[src/rtl/run_ctrl_pkg.sv]
// Shared types and default widths for the PC-stage run-control sequencer.
package run_ctrl_pkg;

  localparam int PC_W_DEF  = 8;
  localparam int CNT_W_DEF = 16;

  typedef enum logic [1:0] {
    IDLE   = 2'd0,
    LOAD   = 2'd1,
    RUN    = 2'd2,
    HALTED = 2'd3
  } state_e;

endpackage

[src/rtl/run_ctrl_if.sv]
// Launch/decode inputs and PC-stage control outputs of run_ctrl; master drives launch and decode.
interface run_ctrl_if #(
  parameter int PC_W  = run_ctrl_pkg::PC_W_DEF,
  parameter int CNT_W = run_ctrl_pkg::CNT_W_DEF
);

  logic             Req;
  logic [PC_W-1:0]  ReqAddr;
  logic             DecHalt;
  logic             DecBranch;
  logic             DecBranchCond;
  logic             CondFlag;
  logic [PC_W-1:0]  DecOffset;
  logic             StallReq;

  logic             Start;
  logic             Halt;
  logic             Branch;
  logic             BranchCond;
  logic [PC_W-1:0]  Offset;
  logic [PC_W-1:0]  Start_Addr;
  logic             Running;
  logic             Done;
  logic [CNT_W-1:0] InstCount;
  logic             Timeout;

  modport master (
    output Req, ReqAddr, DecHalt, DecBranch, DecBranchCond, CondFlag, DecOffset, StallReq,
    input  Start, Halt, Branch, BranchCond, Offset, Start_Addr, Running, Done, InstCount, Timeout
  );

  modport slave (
    input  Req, ReqAddr, DecHalt, DecBranch, DecBranchCond, CondFlag, DecOffset, StallReq,
    output Start, Halt, Branch, BranchCond, Offset, Start_Addr, Running, Done, InstCount, Timeout
  );

endinterface

[src/rtl/run_ctrl.sv]
// Run-control sequencer: launch, PC load pulse, stall-gated branch/halt, retire count.
// Optional RUN_WATCHDOG_EN adds a RUN-cycle watchdog that forces HALTED and sets Timeout.
module run_ctrl
  import run_ctrl_pkg::*;
#(
  parameter int          PC_W       = PC_W_DEF,
  parameter int          CNT_W      = CNT_W_DEF,
  parameter logic [15:0] MAX_CYCLES = 16'd4096
) (
  input logic       CLK,
  input logic       Reset,
  run_ctrl_if.slave bus
);

  state_e            state_q, state_d;
  logic [PC_W-1:0]   start_addr_q, start_addr_d;
  logic [CNT_W-1:0]  icnt_q, icnt_d;
  logic              done_q, done_d;
  logic              accept;
  logic              wd_fire;

  logic              start_c, halt_c, branch_c, bcond_c, running_c;
  logic [PC_W-1:0]   offset_c;

`ifdef RUN_WATCHDOG_EN
  logic [15:0] wd_cnt_q, wd_cnt_d;
  logic        timeout_q, timeout_d;

  // Fires on the RUN cycle that is number MAX_CYCLES since LOAD, stalled cycles included.
  assign wd_fire = (state_q == RUN) && (wd_cnt_q == (MAX_CYCLES - 16'd1));

  always_comb begin
    wd_cnt_d  = wd_cnt_q;
    timeout_d = timeout_q;
    if (state_q == LOAD)     wd_cnt_d = 16'd0;
    else if (state_q == RUN) wd_cnt_d = wd_cnt_q + 16'd1;
    if (wd_fire)     timeout_d = 1'b1;
    else if (accept) timeout_d = 1'b0;
  end

  always_ff @(posedge CLK) begin
    if (Reset) begin
      wd_cnt_q  <= 16'd0;
      timeout_q <= 1'b0;
    end else begin
      wd_cnt_q  <= wd_cnt_d;
      timeout_q <= timeout_d;
    end
  end

  assign bus.Timeout = timeout_q;
`else
  assign wd_fire     = 1'b0;
  assign bus.Timeout = 1'b0;
`endif

  always_comb begin
    state_d      = state_q;
    start_addr_d = start_addr_q;
    icnt_d       = icnt_q;
    done_d       = 1'b0;
    accept       = 1'b0;
    start_c      = 1'b0;
    halt_c       = 1'b1;
    branch_c     = 1'b0;
    bcond_c      = 1'b0;
    offset_c     = '0;
    running_c    = 1'b0;

    case (state_q)
      IDLE, HALTED: begin
        if (bus.Req) begin
          accept       = 1'b1;
          start_addr_d = bus.ReqAddr;
          icnt_d       = '0;
          state_d      = LOAD;
        end
      end
      LOAD: begin
        start_c   = 1'b1;
        halt_c    = 1'b0;
        running_c = 1'b1;
        state_d   = RUN;
      end
      RUN: begin
        running_c = 1'b1;
        if (wd_fire || (!bus.StallReq && bus.DecHalt)) begin
          state_d = HALTED;
          done_d  = 1'b1;
        end else if (!bus.StallReq) begin
          halt_c   = 1'b0;
          branch_c = bus.DecBranch;
          // Both flags set collapses to one unconditional branch.
          bcond_c  = bus.DecBranchCond & bus.CondFlag & ~bus.DecBranch;
          offset_c = (branch_c | bcond_c) ? bus.DecOffset : '0;
          icnt_d   = (&icnt_q) ? icnt_q : icnt_q + CNT_W'(1);
        end
      end
      default: state_d = IDLE;
    endcase

    if (Reset) begin
      start_c   = 1'b0;
      halt_c    = 1'b1;
      branch_c  = 1'b0;
      bcond_c   = 1'b0;
      offset_c  = '0;
      running_c = 1'b0;
    end
  end

  always_ff @(posedge CLK) begin
    if (Reset) begin
      state_q      <= IDLE;
      start_addr_q <= '0;
      icnt_q       <= '0;
      done_q       <= 1'b0;
    end else begin
      state_q      <= state_d;
      start_addr_q <= start_addr_d;
      icnt_q       <= icnt_d;
      done_q       <= done_d;
    end
  end

  assign bus.Start      = start_c;
  assign bus.Halt       = halt_c;
  assign bus.Branch     = branch_c;
  assign bus.BranchCond = bcond_c;
  assign bus.Offset     = offset_c;
  assign bus.Running    = running_c;
  assign bus.Start_Addr = start_addr_q;
  assign bus.Done       = done_q;
  assign bus.InstCount  = icnt_q;

endmodule

[src/flat_wrapper.sv]
// flat-port wrapper written by rule: the top's interface ports become plain ports
module run_ctrl_flat import run_ctrl_pkg::*;
#(
  parameter int          PC_W       = PC_W_DEF,
  parameter int          CNT_W      = CNT_W_DEF,
  parameter logic [15:0] MAX_CYCLES = 16'd4096
)
  (CLK, Reset, bus_Req, bus_ReqAddr, bus_DecHalt, bus_DecBranch, bus_DecBranchCond, bus_CondFlag, bus_DecOffset, bus_StallReq, bus_Start, bus_Halt, bus_Branch, bus_BranchCond, bus_Offset, bus_Start_Addr, bus_Running, bus_Done, bus_InstCount, bus_Timeout);
  run_ctrl_if #(.PC_W(PC_W), .CNT_W(CNT_W)) bus_i ();
  input logic CLK;
  input logic Reset;
  input wire logic [$bits(bus_i.Req)-1:0] bus_Req;
  input wire logic [$bits(bus_i.ReqAddr)-1:0] bus_ReqAddr;
  input wire logic [$bits(bus_i.DecHalt)-1:0] bus_DecHalt;
  input wire logic [$bits(bus_i.DecBranch)-1:0] bus_DecBranch;
  input wire logic [$bits(bus_i.DecBranchCond)-1:0] bus_DecBranchCond;
  input wire logic [$bits(bus_i.CondFlag)-1:0] bus_CondFlag;
  input wire logic [$bits(bus_i.DecOffset)-1:0] bus_DecOffset;
  input wire logic [$bits(bus_i.StallReq)-1:0] bus_StallReq;
  output wire logic [$bits(bus_i.Start)-1:0] bus_Start;
  output wire logic [$bits(bus_i.Halt)-1:0] bus_Halt;
  output wire logic [$bits(bus_i.Branch)-1:0] bus_Branch;
  output wire logic [$bits(bus_i.BranchCond)-1:0] bus_BranchCond;
  output wire logic [$bits(bus_i.Offset)-1:0] bus_Offset;
  output wire logic [$bits(bus_i.Start_Addr)-1:0] bus_Start_Addr;
  output wire logic [$bits(bus_i.Running)-1:0] bus_Running;
  output wire logic [$bits(bus_i.Done)-1:0] bus_Done;
  output wire logic [$bits(bus_i.InstCount)-1:0] bus_InstCount;
  output wire logic [$bits(bus_i.Timeout)-1:0] bus_Timeout;
  assign bus_i.Req = bus_Req;
  assign bus_i.ReqAddr = bus_ReqAddr;
  assign bus_i.DecHalt = bus_DecHalt;
  assign bus_i.DecBranch = bus_DecBranch;
  assign bus_i.DecBranchCond = bus_DecBranchCond;
  assign bus_i.CondFlag = bus_CondFlag;
  assign bus_i.DecOffset = bus_DecOffset;
  assign bus_i.StallReq = bus_StallReq;
  assign bus_Start = bus_i.Start;
  assign bus_Halt = bus_i.Halt;
  assign bus_Branch = bus_i.Branch;
  assign bus_BranchCond = bus_i.BranchCond;
  assign bus_Offset = bus_i.Offset;
  assign bus_Start_Addr = bus_i.Start_Addr;
  assign bus_Running = bus_i.Running;
  assign bus_Done = bus_i.Done;
  assign bus_InstCount = bus_i.InstCount;
  assign bus_Timeout = bus_i.Timeout;
  run_ctrl #(.PC_W(PC_W), .CNT_W(CNT_W), .MAX_CYCLES(MAX_CYCLES)) u_core (.CLK(CLK), .Reset(Reset), .bus(bus_i));
endmodule
[config.mk]
export PLATFORM = sky130hd
export DESIGN_NAME = run_ctrl_flat
export DESIGN_NICKNAME = d
export VERILOG_FILES = /design/src/rtl/run_ctrl_pkg.sv /design/src/rtl/run_ctrl_if.sv /design/src/rtl/run_ctrl.sv /design/src/flat_wrapper.sv
export SDC_FILE = /design/constraint.sdc
export NUM_CORES = 1
export LEC_CHECK = 0
export BUFFER_PORTS_ARGS = -buffer_cell sky130_fd_sc_hd__buf_2
export CAP_MARGIN = 20
export CORE_ASPECT_RATIO = 0.9
export CORE_UTILIZATION = 47
export CTS_CLUSTER_SIZE = 14
export DETAILED_ROUTE_END_ITERATION = 10
export GPL_TIMING_DRIVEN = 0
export HOLD_SLACK_MARGIN = 0.1
export MAX_ROUTING_LAYER = met4
export PLACE_DENSITY_LB_ADDON = 0.08
export SETUP_SLACK_MARGIN = 0.2
export SLEW_MARGIN = 40
export SYNTH_ARGS = -nofsm -noshare
export SYNTH_HDL_FRONTEND = slang
export SYNTH_SLANG_ARGS = --single-unit
export TNS_END_PERCENT = 10
[constraint.sdc]
create_clock -name CLK -period 2.55 [get_ports CLK]
set_clock_uncertainty 0.2 [all_clocks]
set_input_delay 0.1275 -clock CLK [delete_from_list [all_inputs] [get_ports CLK]]
set_output_delay 0.1275 -clock CLK [all_outputs]
set_load 0.01 [all_outputs]
==> reports/results.env <==
SYNTH_FF_TYPE='sky130_fd_sc_hd__dfxtp_1'
MAX_CLOCK_FREQ_GHz=0.447
GRT_FIRST_PASS_WIRELENGTH_MM=6.15
SYNTH_EDF_COUNT=0
CRITPATHMAXSTAGEDELAY_PS=350
YS_SEQ_ELEMENTS=27
DETAILEDROUTE.FIRSTPASSITERATIONCOUNT=4
WIDTH_OF_THE_CHIP_UM=61.9
WORST_PATH_MAX_DELAY_CELL='sky130_fd_sc_hd__dfxtp_1'
WORST_R2R_ENDPOINT='u_core.bus.InstCount[13]'
PLACED_AREA_MM2=0.00187
WORSTHOLDPATHTYPE='reg -> reg'
FINALCRITPERIODSHARE_PCT=87.6
CRITICAL_PATH_START_END_CLASSIFICATION='reg -> out'
HOLD_DEPTH=2
R2R.WORST_PATH.CELLS=8
FLOW.AREA_GROWTH_FROM_SYNTHESIS_PCT=37.4
GRT_ANTENNA_BEFORE_REPAIR=0
HP-START='u_core.bus.Start_Addr[0]'
FIN_TNS_SETUP_PS=0
MAXCAPVIOLATIONS=0
TIMING.CRITICAL_PATH.MODE_CELL='sky130_fd_sc_hd__buf_6'
OUTCOME='completed'
NUMBER_OF_BUFFERS_ADDED_ON_PORTS=60
CTS-ROOT-TO-SINK-BUFFERS=2
UTILIZATION_PCT=68.1
ANTENNA_VIOLATING_NETS_POST_ROUTE=0
LAYOUTNONFILLERINSTCOUNT=314
TOTAL_DETAILED_ROUTING_WIRELENGTH_MM=3.84
START_UTIL_PCT=49.5
VIA_COUNT_OF_THE_FIRST_GLOBAL_ROUTING_PASS=1412
CTSHTREEMAXLEVEL=1
WL_PER_CELL_UM=12.2
CRIT_PATH_MAX_FANOUT=9
HOLD_VIOLATIONS=0
SYNTH_AREA_PER_CELL_UM2=7.99
INSERTION_DELAY_PS=340
CRIT_PATH_END_KIND='primary output'
CTS-BUFFERS-INSERTED=3
VIAS_PER_CELL=5.20
SYNTHDISTINCTLIBCELLS=45
TRITONCTS='built'
TOP_LEVEL_PORTS=63
GLOBALPLACE.CONGESTION=0.872
CTS-ROOT-BUF='sky130_fd_sc_hd__clkbuf_4'
COREAREA_MM2=0.00307
POWER.DENSITY_CELL_AREA_mW_PER_MM2=570
R2R-START='u_core.state_q[0]'
CRITPATHTOPFAMILY='simple AND/OR/NAND/NOR gates'
SYN-CELL-AREA_MM2=0.00152
YOSYS_WARNINGS=0
GLOBALROUTE.TOTALOVERFLOW=0
WORST_EP_ARRIVAL_TIME_PS=1910
IR_WORST_VDD_mV=0.589
NUM_VIAS=1633
CTS.SINKS=27
DESIGN_AREA_MM2=0.00209
NETS=300
WORSTPATHREQUIRED_PS=2220
SETUP_REPAIR_AFTER_GLOBAL_ROUTING_MISSED_ITS_MARGIN='true'
GRT_MAX_DEGREE=17
WORSTSETUPSTARTPOINTTYPE='register'
DP.FINAL_HPWL_MM=2.69
CLK_TRANSITION_REPORTED_PATHS_PS=150
ANT_CELLS=0
PLACEMENT_ROWS=19
NETLIST_INSTANCES=190
CRITICAL_PATH.CELL_CHAIN='inv_1 -> ha_1 -> buf_6 -> nor2b_4 -> buf_6 -> nand2_1 -> nor2_2 -> and2_1 -> buf_2'
DIE_AREA_MM2=0.00346
DRT-INITIAL-DRC-COUNT=76
REPORT.POWER.TOTAL_W=0.00119
WORST-R2R-SETUP-SLACK_PS=310
CRITICAL_PATH_BUF_INV_COUNT=4
REPORT.FINAL.SLEW_VIOL_COUNT=0
DRIVE_GT1_SHARE_PCT=32.7
FINAL.MIN_CLOCK_PERIOD_PS=2240
POWER_LEAKAGE_nW=0.990
SYNTH_SEQUENTIAL_AREA_RATIO_PCT=35.6
CHIPHEIGHT_UM=55.9
REPORT.FINAL.SETUP_VIOL=0
SYNTH.NET_COUNT=217
RESIDUAL_DRC=0
YS_ASYNC_SR_FRACTION_PCT=0
HOLDPATHEND='u_core.bus.Start_Addr[0]'
GROUTE.USAGE.OVERALL_PCT=24.2
PLACED_CELLS=292
## per-stage QoR
step / worst slack, ps / hold WS (ps)
after floorplan: 482 / 63.5
after global placement: 257 / 169
after detailed placement: 254 / 174
after CTS: 207 / 267
after global routing: 167 / 282
final: 315 / 264
## worst max-delay path by stage
stage / start / end / slack (ps) / depth (start not counted)
3_3_place_gp: u_core.state_q[0] / u_core.bus.InstCount[9] / 260 / 7
2_1_floorplan: u_core.state_q[0] / u_core.bus.InstCount[13] / 480 / 8
5_1_grt: u_core.state_q[0] / bus_Offset[1] / 170 / 9
3_5_place_dp: u_core.state_q[0] / u_core.bus.InstCount[11] / 250 / 7
4_1_cts: u_core.state_q[0] / bus_Offset[6] / 210 / 9
6_report: u_core.state_q[0] / bus_Offset[6] / 310 / 9
## synth_stat cells, types with 2 or more instances
cell	n	share of area, %
sky130_fd_sc_hd__inv_1	4	0.99
sky130_fd_sc_hd__a31oi_1	4	1.6
sky130_fd_sc_hd__buf_6	3	2.2
sky130_fd_sc_hd__nor3_1	4	1.3
sky130_fd_sc_hd__mux2i_1	3	2.0
sky130_fd_sc_hd__nand2_1	31	7.7
sky130_fd_sc_hd__nand3_1	16	5.3
sky130_fd_sc_hd__nor2b_1	3	1.2
sky130_fd_sc_hd__nand2b_1	2	0.82
sky130_fd_sc_hd__dfxtp_1	27	36
sky130_fd_sc_hd__ha_1	3	2.5
sky130_fd_sc_hd__or2_2	2	0.82
sky130_fd_sc_hd__or3_1	2	0.82
sky130_fd_sc_hd__a21oi_1	19	6.3
sky130_fd_sc_hd__and2_1	11	4.5
sky130_fd_sc_hd__a21o_2	3	1.7
sky130_fd_sc_hd__buf_4	3	1.5
sky130_fd_sc_hd__and3_1	3	1.2
sky130_fd_sc_hd__o211ai_1	2	0.99
sky130_fd_sc_hd__nor2_1	14	3.5
sky130_fd_sc_hd__o21ai_0	5	1.6
sky130_fd_sc_hd__or4_1	2	0.99
sky130_fd_sc_hd__nand4_1	2	0.82
## per-layer routing
metal | share of wire (%) | up-vias | global-route usage [%]
met5 | 0 | - | -
met4 | 0.47 | 0 | 3.81
met3 | 5.5 | 2 | 5.35
met2 | 50 | 53 | 40.1
met1 | 44 | 742 | 30.4
li1 | - | 836 | -
## placed cells by master (no fill, tap or decap), types with 4 or more instances in the layout
cell type / n
sky130_fd_sc_hd__nand2_1: 31
sky130_fd_sc_hd__nand3_1: 16
sky130_fd_sc_hd__and2_1: 11
sky130_fd_sc_hd__nor3_1: 4
sky130_fd_sc_hd__o21ai_0: 5
sky130_fd_sc_hd__dfxtp_1: 27
sky130_fd_sc_hd__inv_1: 4
sky130_fd_sc_hd__a21oi_1: 19
sky130_fd_sc_hd__nor2_1: 12
sky130_fd_sc_hd__a31oi_1: 4
sky130_fd_sc_hd__dlygate4sd3_1: 18
sky130_fd_sc_hd__buf_2: 61
## registers in the layout, summed over array words and instances (netlist names)
signal,flops
u_core.bus.Start_Addr,8
u_core.state_q,2
u_core.bus.InstCount,16
u_core.bus.Done,1
## kinds of logic after synthesis
group | after synthesis | share of synthesized area, %
other | 1 | 0.247
adders and majority gates | 3 | 2.47
DFF | 27 | 35.6
muxes | 3 | 1.98
buffers and inverters | 12 | 5.27
AOI/OAI and AO/OA | 43 | 18.0
and+or+nand+nor | 101 | 36.4
## power by group
group | leakage [nW] | internal (W) | switching, W
clock network | 0.0139 | 0.0000601 | 0.000140
registers | 0.219 | 0.000469 | 0.0000275
logic | 0.756 | 0.000229 | 0.000263
total | 0.990 | 0.000758 | 0.000430
## cell type report
cell class                      instances  area (um2)
Clock inverter                          1        7.51
Inverter                                4        15.0
Tap cell                               42        52.6
Timing Repair Buffer                   78         480
Fill cell                             287         980
Multi-Input combinational cell        151         903
Sequential cell                        27         541
Buffer                                  8        65.1
Clock buffer                            3        22.5
## worst register-to-register path: stages, from the launching register on
cell	delay, ps
sky130_fd_sc_hd__dfxtp_1	380
sky130_fd_sc_hd__inv_1	60
sky130_fd_sc_hd__ha_1	350
sky130_fd_sc_hd__and2_1	150
sky130_fd_sc_hd__buf_4	170
sky130_fd_sc_hd__o21ai_2	100
sky130_fd_sc_hd__a21o_2	240
sky130_fd_sc_hd__and2_1	170
sky130_fd_sc_hd__a221o_1	340
## repair_timing
item                                   CTS  global route
setup endpoints to repair                0            16
hold buffers                            18             0
gates resized for setup                  0             2
endpoints found under the hold margin   18             0
buffers inserted                         0             0
No activity file was read; power rests on OpenSTA's default activity.
